### src/rtl/fft256_ctrl_pkg.sv
// Shared constants, types and helpers for the 256-point radix-2 DIF FFT
// sequencing controller.
//   - LOG2N / N / NB : transform size and butterflies per stage
//   - state_t + ST_* : controller states
//   - wb_t           : write-back payload carried through the butterfly delay line
//   - bitrev / span_of / tw_of : address and twiddle helpers
package fft256_ctrl_pkg;

  localparam int unsigned LOG2N = 8;
  localparam int unsigned N     = 1 << LOG2N;
  localparam int unsigned NB    = N / 2;
  localparam int unsigned STG_W = $clog2(LOG2N);

  typedef logic [1:0] state_t;
  localparam state_t ST_IDLE    = 2'd0;
  localparam state_t ST_LOAD    = 2'd1;
  localparam state_t ST_COMPUTE = 2'd2;
  localparam state_t ST_UNLOAD  = 2'd3;

  typedef struct packed {
    logic             vld;
    logic [LOG2N-1:0] addr_a;
    logic [LOG2N-1:0] addr_b;
  } wb_t;

  // Bit-reverse an address (natural-order output from a DIF in-place transform).
  function automatic logic [LOG2N-1:0] bitrev(input logic [LOG2N-1:0] x);
    logic [LOG2N-1:0] r;
    for (int i = 0; i < int'(LOG2N); i++) r[i] = x[LOG2N-1-i];
    return r;
  endfunction

  // Distance between the two butterfly operands in stage s: N >> (s+1).
  function automatic logic [LOG2N-1:0] span_of(input logic [STG_W-1:0] s);
    return LOG2N'(N >> (s + 1));
  endfunction

  // Twiddle ROM index: position within the group scaled by 2^s.
  function automatic logic [LOG2N-2:0] tw_of(input logic [LOG2N-1:0] pos,
                                             input logic [STG_W-1:0] s);
    return (LOG2N-1)'(pos << s);
  endfunction

endpackage

### src/rtl/fft256_bfly_addr_gen.sv
// Combinational butterfly address generator.
//   i_stage      : compute stage s (0..LOG2N-1)
//   i_bfly       : butterfly index b within the stage (0..N/2-1)
//   o_addr_a_c   : 2*grp*span + pos
//   o_addr_b_c   : o_addr_a_c + span
//   o_tw_idx_c   : pos << s
module fft256_bfly_addr_gen
  import fft256_ctrl_pkg::*;
(
  input  logic [STG_W-1:0] i_stage,
  input  logic [LOG2N-2:0] i_bfly,
  output logic [LOG2N-1:0] o_addr_a_c,
  output logic [LOG2N-1:0] o_addr_b_c,
  output logic [LOG2N-2:0] o_tw_idx_c
);

  logic [LOG2N-1:0] w_span;
  logic [LOG2N-1:0] w_mask;
  logic [LOG2N-1:0] w_b;
  logic [LOG2N-1:0] w_pos;

  // span is a power of two, so grp/pos split is a mask; addr_a inserts a 0 at the span bit
  always_comb begin
    w_span     = span_of(i_stage);
    w_mask     = w_span - 1'b1;
    w_b        = {1'b0, i_bfly};
    w_pos      = w_b & w_mask;
    o_addr_a_c = ((w_b & ~w_mask) << 1) | w_pos;
    o_addr_b_c = o_addr_a_c | w_span;
    o_tw_idx_c = tw_of(w_pos, i_stage);
  end

endmodule

### src/rtl/fft256_seq_ctrl.sv
// Sequencing controller for the 256-point in-place radix-2 DIF FFT core
// (one butterfly unit, one dual-port sample RAM).
// Optional feature macro: FFT_SCALE_SCHED_EN (adds scale_mask, per-stage scaling).
// Ports:
//   clk, rst (sync, active-high), in_valid
//   load_we/load_addr                     : input sample write, natural order
//   bf_issue/bf_rd_addr_a/b/tw_idx/bf_scale : butterfly operand issue
//   bf_wr_en/bf_wr_addr_a/b               : butterfly write-back (issue + BFLY_LAT)
//   unload_re/unload_addr                 : bit-reversed result read
//   out_valid                             : unload_re + RD_LAT, 256 cycles per frame
//   busy, stage, err_ovr                  : status
//   scale_mask                            : per-stage scale enable (FFT_SCALE_SCHED_EN only)
module fft256_seq_ctrl
  import fft256_ctrl_pkg::*;
#(
  parameter int unsigned BFLY_LAT = 3,
  parameter int unsigned RD_LAT   = 1
) (
  input  logic             clk,
  input  logic             rst,
  input  logic             in_valid,
`ifdef FFT_SCALE_SCHED_EN
  input  logic [LOG2N-1:0] scale_mask,
`endif
  output logic             load_we,
  output logic [LOG2N-1:0] load_addr,
  output logic             bf_issue,
  output logic [LOG2N-1:0] bf_rd_addr_a,
  output logic [LOG2N-1:0] bf_rd_addr_b,
  output logic [LOG2N-2:0] tw_idx,
  output logic             bf_scale,
  output logic             bf_wr_en,
  output logic [LOG2N-1:0] bf_wr_addr_a,
  output logic [LOG2N-1:0] bf_wr_addr_b,
  output logic             unload_re,
  output logic [LOG2N-1:0] unload_addr,
  output logic             out_valid,
  output logic             busy,
  output logic [STG_W-1:0] stage,
  output logic             err_ovr
);

  localparam int unsigned CYC_W = $clog2(NB + BFLY_LAT);
  localparam int unsigned K_W   = $clog2(N + RD_LAT);
  localparam logic [CYC_W-1:0] CYC_LAST  = CYC_W'(NB + BFLY_LAT - 1);
  localparam logic [CYC_W-1:0] CYC_ISSUE = CYC_W'(NB);
  localparam logic [K_W-1:0]   K_LAST    = K_W'(N + RD_LAT - 1);
  localparam logic [K_W-1:0]   K_RE      = K_W'(N);
  localparam logic [LOG2N-1:0] CNT_LAST  = LOG2N'(N - 1);
  localparam logic [STG_W-1:0] STG_LAST  = STG_W'(LOG2N - 1);

  state_t           r_state, w_state_nxt;
  logic [LOG2N-1:0] r_cnt, w_cnt_nxt;
  logic [CYC_W-1:0] r_cyc, w_cyc_nxt;
  logic [STG_W-1:0] r_stg, w_stg_nxt;
  logic [K_W-1:0]   r_k, w_k_nxt;

  logic             w_load_we, w_err, w_issue, w_unload_re, w_scale;
  logic [LOG2N-1:0] w_rd_a, w_rd_b;
  logic [LOG2N-2:0] w_tw;

  logic             r_load_we, r_bf_issue, r_bf_scale, r_unload_re, r_busy, r_err;
  logic [LOG2N-1:0] r_load_addr, r_rd_a, r_rd_b, r_unload_addr;
  logic [LOG2N-2:0] r_tw;
  logic [STG_W-1:0] r_stage;
  wb_t              r_wb_dly [BFLY_LAT];
  logic             r_ov_dly [RD_LAT];

`ifdef FFT_SCALE_SCHED_EN
  logic             r_scale_hold;
`endif

  // State and counter register
  always_ff @(posedge clk) begin
    if (rst) begin
      r_state <= ST_IDLE;
      r_cnt   <= '0;
      r_cyc   <= '0;
      r_stg   <= '0;
      r_k     <= '0;
    end else begin
      r_state <= w_state_nxt;
      r_cnt   <= w_cnt_nxt;
      r_cyc   <= w_cyc_nxt;
      r_stg   <= w_stg_nxt;
      r_k     <= w_k_nxt;
    end
  end

  // Next state; counters describe the cycle they are registered into
  always_comb begin
    w_state_nxt = r_state;
    w_cnt_nxt   = r_cnt;
    w_cyc_nxt   = r_cyc;
    w_stg_nxt   = r_stg;
    w_k_nxt     = r_k;
    w_load_we   = 1'b0;
    w_err       = 1'b0;
    case (r_state)
      ST_IDLE, ST_LOAD: begin
        if (in_valid) begin
          w_load_we = 1'b1;
          if (r_cnt == CNT_LAST) begin
            w_state_nxt = ST_COMPUTE;
            w_cnt_nxt   = '0;
            w_cyc_nxt   = '0;
            w_stg_nxt   = '0;
          end else begin
            w_state_nxt = ST_LOAD;
            w_cnt_nxt   = r_cnt + 1'b1;
          end
        end
      end
      ST_COMPUTE: begin
        w_err = in_valid;
        // each stage = NB issue cycles + BFLY_LAT drain cycles (write-back before next read)
        if (r_cyc == CYC_LAST) begin
          w_cyc_nxt = '0;
          if (r_stg == STG_LAST) begin
            w_state_nxt = ST_UNLOAD;
            w_stg_nxt   = '0;
            w_k_nxt     = '0;
          end else begin
            w_stg_nxt = r_stg + 1'b1;
          end
        end else begin
          w_cyc_nxt = r_cyc + 1'b1;
        end
      end
      ST_UNLOAD: begin
        // tail of RD_LAT cycles keeps the frame open until the last out_valid
        if (r_k == K_LAST) begin
          w_k_nxt = '0;
          if (in_valid) begin
            w_load_we   = 1'b1;
            w_cnt_nxt   = LOG2N'(1);
            w_state_nxt = ST_LOAD;
          end else begin
            w_state_nxt = ST_IDLE;
          end
        end else begin
          w_k_nxt = r_k + 1'b1;
          w_err   = in_valid;
        end
      end
      default: w_state_nxt = ST_IDLE;
    endcase

    w_issue     = (w_state_nxt == ST_COMPUTE) && (w_cyc_nxt < CYC_ISSUE);
    w_unload_re = (w_state_nxt == ST_UNLOAD) && (w_k_nxt < K_RE);
`ifdef FFT_SCALE_SCHED_EN
    w_scale = (w_cyc_nxt == '0) ? scale_mask[w_stg_nxt] : r_scale_hold;
`else
    w_scale = 1'b1;
`endif
  end

  fft256_bfly_addr_gen u_addr_gen (
    .i_stage    (w_stg_nxt),
    .i_bfly     ((LOG2N-1)'(w_cyc_nxt)),
    .o_addr_a_c (w_rd_a),
    .o_addr_b_c (w_rd_b),
    .o_tw_idx_c (w_tw)
  );

  // Registered outputs and write-back / out_valid delay lines
  always_ff @(posedge clk) begin
    if (rst) begin
      r_load_we     <= 1'b0;
      r_load_addr   <= '0;
      r_bf_issue    <= 1'b0;
      r_rd_a        <= '0;
      r_rd_b        <= '0;
      r_tw          <= '0;
      r_bf_scale    <= 1'b0;
      r_unload_re   <= 1'b0;
      r_unload_addr <= '0;
      r_busy        <= 1'b0;
      r_stage       <= '0;
      r_err         <= 1'b0;
      for (int i = 0; i < int'(BFLY_LAT); i++) r_wb_dly[i] <= '0;
      for (int i = 0; i < int'(RD_LAT); i++) r_ov_dly[i] <= 1'b0;
    end else begin
      r_load_we     <= w_load_we;
      r_load_addr   <= r_cnt;
      r_bf_issue    <= w_issue;
      r_rd_a        <= w_rd_a;
      r_rd_b        <= w_rd_b;
      r_tw          <= w_tw;
      r_bf_scale    <= w_issue & w_scale;
      r_unload_re   <= w_unload_re;
      r_unload_addr <= bitrev(LOG2N'(w_k_nxt));
      r_busy        <= (w_state_nxt != ST_IDLE);
      r_stage       <= w_stg_nxt;
      r_err         <= w_err;
      r_wb_dly[0]   <= '{vld: r_bf_issue, addr_a: r_rd_a, addr_b: r_rd_b};
      for (int i = 1; i < int'(BFLY_LAT); i++) r_wb_dly[i] <= r_wb_dly[i-1];
      r_ov_dly[0]   <= r_unload_re;
      for (int i = 1; i < int'(RD_LAT); i++) r_ov_dly[i] <= r_ov_dly[i-1];
    end
  end

`ifdef FFT_SCALE_SCHED_EN
  // Stage scale bit captured on the first issue and held for the stage
  always_ff @(posedge clk) begin
    if (rst) r_scale_hold <= 1'b0;
    else if (w_issue) r_scale_hold <= w_scale;
  end
`endif

  assign load_we      = r_load_we;
  assign load_addr    = r_load_addr;
  assign bf_issue     = r_bf_issue;
  assign bf_rd_addr_a = r_rd_a;
  assign bf_rd_addr_b = r_rd_b;
  assign tw_idx       = r_tw;
  assign bf_scale     = r_bf_scale;
  assign bf_wr_en     = r_wb_dly[BFLY_LAT-1].vld;
  assign bf_wr_addr_a = r_wb_dly[BFLY_LAT-1].addr_a;
  assign bf_wr_addr_b = r_wb_dly[BFLY_LAT-1].addr_b;
  assign unload_re    = r_unload_re;
  assign unload_addr  = r_unload_addr;
  assign out_valid    = r_ov_dly[RD_LAT-1];
  assign busy         = r_busy;
  assign stage        = r_stage;
  assign err_ovr      = r_err;

endmodule

### config.mk
export PLATFORM = sky130hd
export DESIGN_NAME = fft256_seq_ctrl
export DESIGN_NICKNAME = d
export VERILOG_FILES = /design/src/rtl/fft256_ctrl_pkg.sv /design/src/rtl/fft256_bfly_addr_gen.sv /design/src/rtl/fft256_seq_ctrl.sv
export SDC_FILE = /design/constraint.sdc
export NUM_CORES = 1
export LEC_CHECK = 0
export CORE_MARGIN = 1
export CORE_UTILIZATION = 25
export DETAILED_ROUTE_END_ITERATION = 12
export HOLD_SLACK_MARGIN = 0.12
export PLACE_DENSITY_LB_ADDON = 0.08
export SETUP_SLACK_MARGIN = 0.05
export SYNTH_ARGS = -nofsm -noshare
export SYNTH_HDL_FRONTEND = slang
export SYNTH_SLANG_ARGS = --single-unit
### constraint.sdc
create_clock -name clk -period 5.9 [get_ports clk]
set_input_delay 0.885 -clock clk [delete_from_list [all_inputs] [get_ports clk]]
set_output_delay 0.885 -clock clk [all_outputs]
set_load 0.02 [all_outputs]
==> impl_metrics.sql <==
INSERT INTO impl_metrics (metric_group, metric, value, unit) VALUES
('synth', 'xor_and_xnor_area_share_after_synthesis', '0.0116', ''),
('timing', 'setup_viol', '0', ''),
('synth', 'yosysSeqAreaShare', '0.521', ''),
('synth', 'synth-edff-count', '0', ''),
('clock_tree', 'worst_setup_hold_path_clk_slew', '0.06', 'ns'),
('setup_path', 'worstSetupStartpointType', 'register', ''),
('synth', 'synth_compound_gate_area_share', '0.124', ''),
('die', 'floorplan.initialDensity', '0.259', ''),
('cells_and_area', 'n_fill_cell', '1810', ''),
('detailed_routing', 'drt_wl_total', '10.6', 'mm'),
('detailed_routing', 'first_iter_violations', '165', ''),
('clock_tree', 'clkLatencyLatePin', '0.42', 'ns'),
('outcome', 'run_status', 'finished clean', ''),
('timing', 'worst_slew_margin_rel', '0.241', ''),
('setup_path', 'path_max_fanout', '12', ''),
('cells_and_area', 'post_route_cells_drive_above_1_share', '0.0712', ''),
('global_route', 'first_global_vias', '3087', ''),
('power_and_ir_drop', 'power_density', '315', 'nW/um^2'),
('clock_tree', 'cts.sinks', '118', ''),
('die', 'placementRows', '48', ''),
('synth', 'yosysUniqueCellTypes', '56', ''),
('synth', 'share_of_async_settable_or_async_resettable_flops_after_synthesis', '0', ''),
('place', 'post-place-cells', '727', ''),
('place', 'hpwlAfterDp', '7.16', 'mm'),
('synth', 'synth_top_cells_by_area', 'sky130_fd_sc_hd__dfxtp_1 52%, sky130_fd_sc_hd__nor2b_1 9.1%, sky130_fd_sc_hd__buf_4 4.1%', ''),
('detailed_routing', 'routed_wire_length_per_instance', '13.9', 'um'),
('cells_and_area', 'syn_to_final_growth', '27.6', '%'),
('timing', 'max_freq', '313', 'MHz'),
('place', 'io_buffer_count', '68', ''),
('synth', 'main_combinational_cell_family_by_area_after_synthesis', 'simple AND/OR/NAND/NOR gates', ''),
('synth', 'synth.mux.area_fraction', '0.00883', ''),
('setup_path', 'reg2reg_depth', '7', ''),
('global_route', 'grt_max_degree', '73', ''),
('timing', 'finalHoldViolCount', '0', ''),
('synth', 'yosys.area_share.simple', '0.246', ''),
('synth', 'synth_top_flop_cell', 'sky130_fd_sc_hd__dfxtp_1', ''),
('synth', 'post_synth_fa_ha_maj_area_fraction', '0.0193', ''),
('timing', 'unrepaired_setup_endpoints_after_global_routing', 'no', ''),
('global_route', 'number_of_antenna_violations_at_the_first_check_in_global_routing', '0', ''),
('timing', 'fin_crit_sh', '0.542', ''),
('timing', 'timing.final.crit_period', '3.20', 'ns'),
('global_route', 'gr-total-overflow', '0', ''),
('worst_hold_path', 'hp-class', 'register to register', ''),
('synth', 'post-synth-top-area-cell', 'sky130_fd_sc_hd__dfxtp_1', ''),
('detailed_routing', 'routed.top_layer', 'met4', ''),
('clock_tree', 'cts.repair_timing.setup_buffer_count', '0', ''),
('clock_tree', 'htreeDepth', '4', ''),
('die', 'boundaryPins', '69', ''),
('synth', 'synth_top_area_frac', '0.521', ''),
('clock_tree', 'root_buffer', 'sky130_fd_sc_hd__clkbuf_16', ''),
('synth', 'syn-num-nets', '491', ''),
('detailed_routing', 'antenna_left', '0', ''),
('detailed_routing', 'num_vias', '3309', ''),
('clock_tree', 'clock_tree.buffer_depth', '2', ''),
('job', 'maxCapViolCount', '0', ''),
('detailed_routing', 'routed-wl-met2', '4.39', 'mm'),
('synth', 'synth-warning-count', '0', ''),
('clock_tree', 'cts-buffers-inserted', '17', ''),
('detailed_routing', 'drc_errors', '0', ''),
('detailed_routing', 'number_of_iterations_in_the_first_detailed_routing_pass', '4', ''),
('cells_and_area', 'num_antenna_cells', '0', ''),
('synth', 'syn-cell-area', '4530', 'um^2'),
('setup_path', 'timing.critical_path.required', '6.21', 'ns'),
('synth', 'syn_area_per_cell', '9.42', 'um^2'),
('detailed_routing', 'wl_met1', '5.61', 'mm'),
('power_and_ir_drop', 'worst_ir_drop_on_vdd', '0.188', 'mV'),
('clock_tree', 'ctsHoldBuffers', '0', ''),
('die', 'fp.dieW', '137', 'um'),
('die', 'dieArea', '18700', 'um^2'),
('setup_path', 'regToRegStartpoint', 'r_cyc[0]$_SDFF_PP0_', ''),
('setup_path', 'worst_r2r_setup_slack', '2.70', 'ns');
stage by stage:
step | utilization | hold WS [ns] | instance area, um^2 | setup WS [ns]
6_report | 0.331 | 0.428 | 5790 | 2.70
5_1_grt | 0.331 | 0.449 | 5790 | 2.45
4_1_cts | 0.331 | 0.434 | 5790 | 2.72
3_5_place_dp | 0.298 | 0.421 | 5220 | 2.55
3_3_place_gp | 0.298 | 0.418 | 5220 | 2.57
2_1_floorplan | - | 0.414 | 4530 | 3.61
critical path, cell delays in order, from the launching register on:
cell and delay (ns):
sky130_fd_sc_hd__dfxtp_1 0.39, sky130_fd_sc_hd__inv_1 0.09, sky130_fd_sc_hd__ha_1 0.15, sky130_fd_sc_hd__nor4b_1 0.63, sky130_fd_sc_hd__nand4_1 0.21, sky130_fd_sc_hd__a21oi_1 0.91, sky130_fd_sc_hd__o21ai_0 0.35, sky130_fd_sc_hd__a221oi_1 0.37
cell usage in the layout (no fill, tap or decap), drive strengths merged, types with 3 or more instances in the layout:
cell type and n:
or3 3, nor2b 66, and2 8, a21oi 24, clkinvlp 3, clkbuf 21
nand2 27, nor3 10, and3 9, xnor2 6, o21ai 25, inv 8
a311oi 4, buf 3, ha 7, nand3 19, a22oi 4, nand2b 6
clkinv 5, nor2 33, o211ai 3, o31ai 3, a31oi 3, clkdlybuf4s50 67
nand3b 4, dfxtp 118, mux2i 4, nand4 7, o21a 3
cells by family after synthesis:
kind of cell	count (synthesis)
xor gates and xnor gates	6
and+or+nand+nor	203
muxes	4
DFF	118
AOI/OAI and AO/OA	88
buffers and inverters	55
adders and majority gates	7
power breakdown:
| part | internal, mW | leakage, nW | total, mW | switching (mW) |
|---|---|---|---|---|
| Clock | 0.612 | 0.276 | 0.985 | 0.373 |
| Combinational | 0.00935 | 0.889 | 0.0301 | 0.0208 |
| Sequential | 0.802 | 0.952 | 0.805 | 0.00336 |
| Total | 1.42 | 2.12 | 1.82 | 0.397 |
sequential cells by signal (all words and copies together), names as in the netlist:
signal,count
load_we,1
bf_rd_addr_a,8
bf_scale,1
load_addr,8
r_cyc,8
r_state,2
r_k,9
busy,1
r_cnt,8
r_ov_dly,1
bf_rd_addr_b,8
unload_re,1
stage,3
err_ovr,1
r_wb_dly,51
tw_idx,7
worst max-delay path by stage:
| stage | start | end | slack [ns] | depth (start not counted) |
|---|---|---|---|---|
| 2_1_floorplan | r_cyc[0]$_SDFF_PP0_ | bf_rd_addr_b[4]$_SDFF_PP0_ | 3.61 | 10 |
| 3_3_place_gp | in_valid | bf_rd_addr_b[5]$_SDFF_PP0_ | 2.57 | 6 |
| 3_5_place_dp | in_valid | tw_idx[5]$_SDFF_PP0_ | 2.55 | 7 |
| 4_1_cts | r_cyc[0]$_SDFF_PP0_ | bf_rd_addr_b[2]$_SDFF_PP0_ | 2.72 | 7 |
| 5_1_grt | r_cyc[0]$_SDFF_PP0_ | bf_rd_addr_b[2]$_SDFF_PP0_ | 2.45 | 7 |
| 6_report | r_cyc[0]$_SDFF_PP0_ | bf_rd_addr_b[2]$_SDFF_PP0_ | 2.70 | 7 |
metal layers:
metal | GRT usage | up-vias
li1 | - | 1706
met1 | 0.170 | 1527
met2 | 0.160 | 65
met3 | 0.0356 | 11
met4 | 0.0673 | 0
met5 | 0 | -
layout make-up:
| type | instances | area [um^2] | share of cell area |
|---|---|---|---|
| Clock buffer | 21 | 470 | 0.0813 |
| Clock inverter | 11 | 98.8 | 0.0171 |
| Inverter | 6 | 22.5 | 0.00389 |
| Multi-Input combinational cell | 308 | 1860 | 0.321 |
| Sequential cell | 118 | 2360 | 0.408 |
| Tap cell | 225 | 282 | 0.0487 |
| Timing Repair Buffer | 70 | 693 | 0.120 |
(Power assumes the default switching activity.)
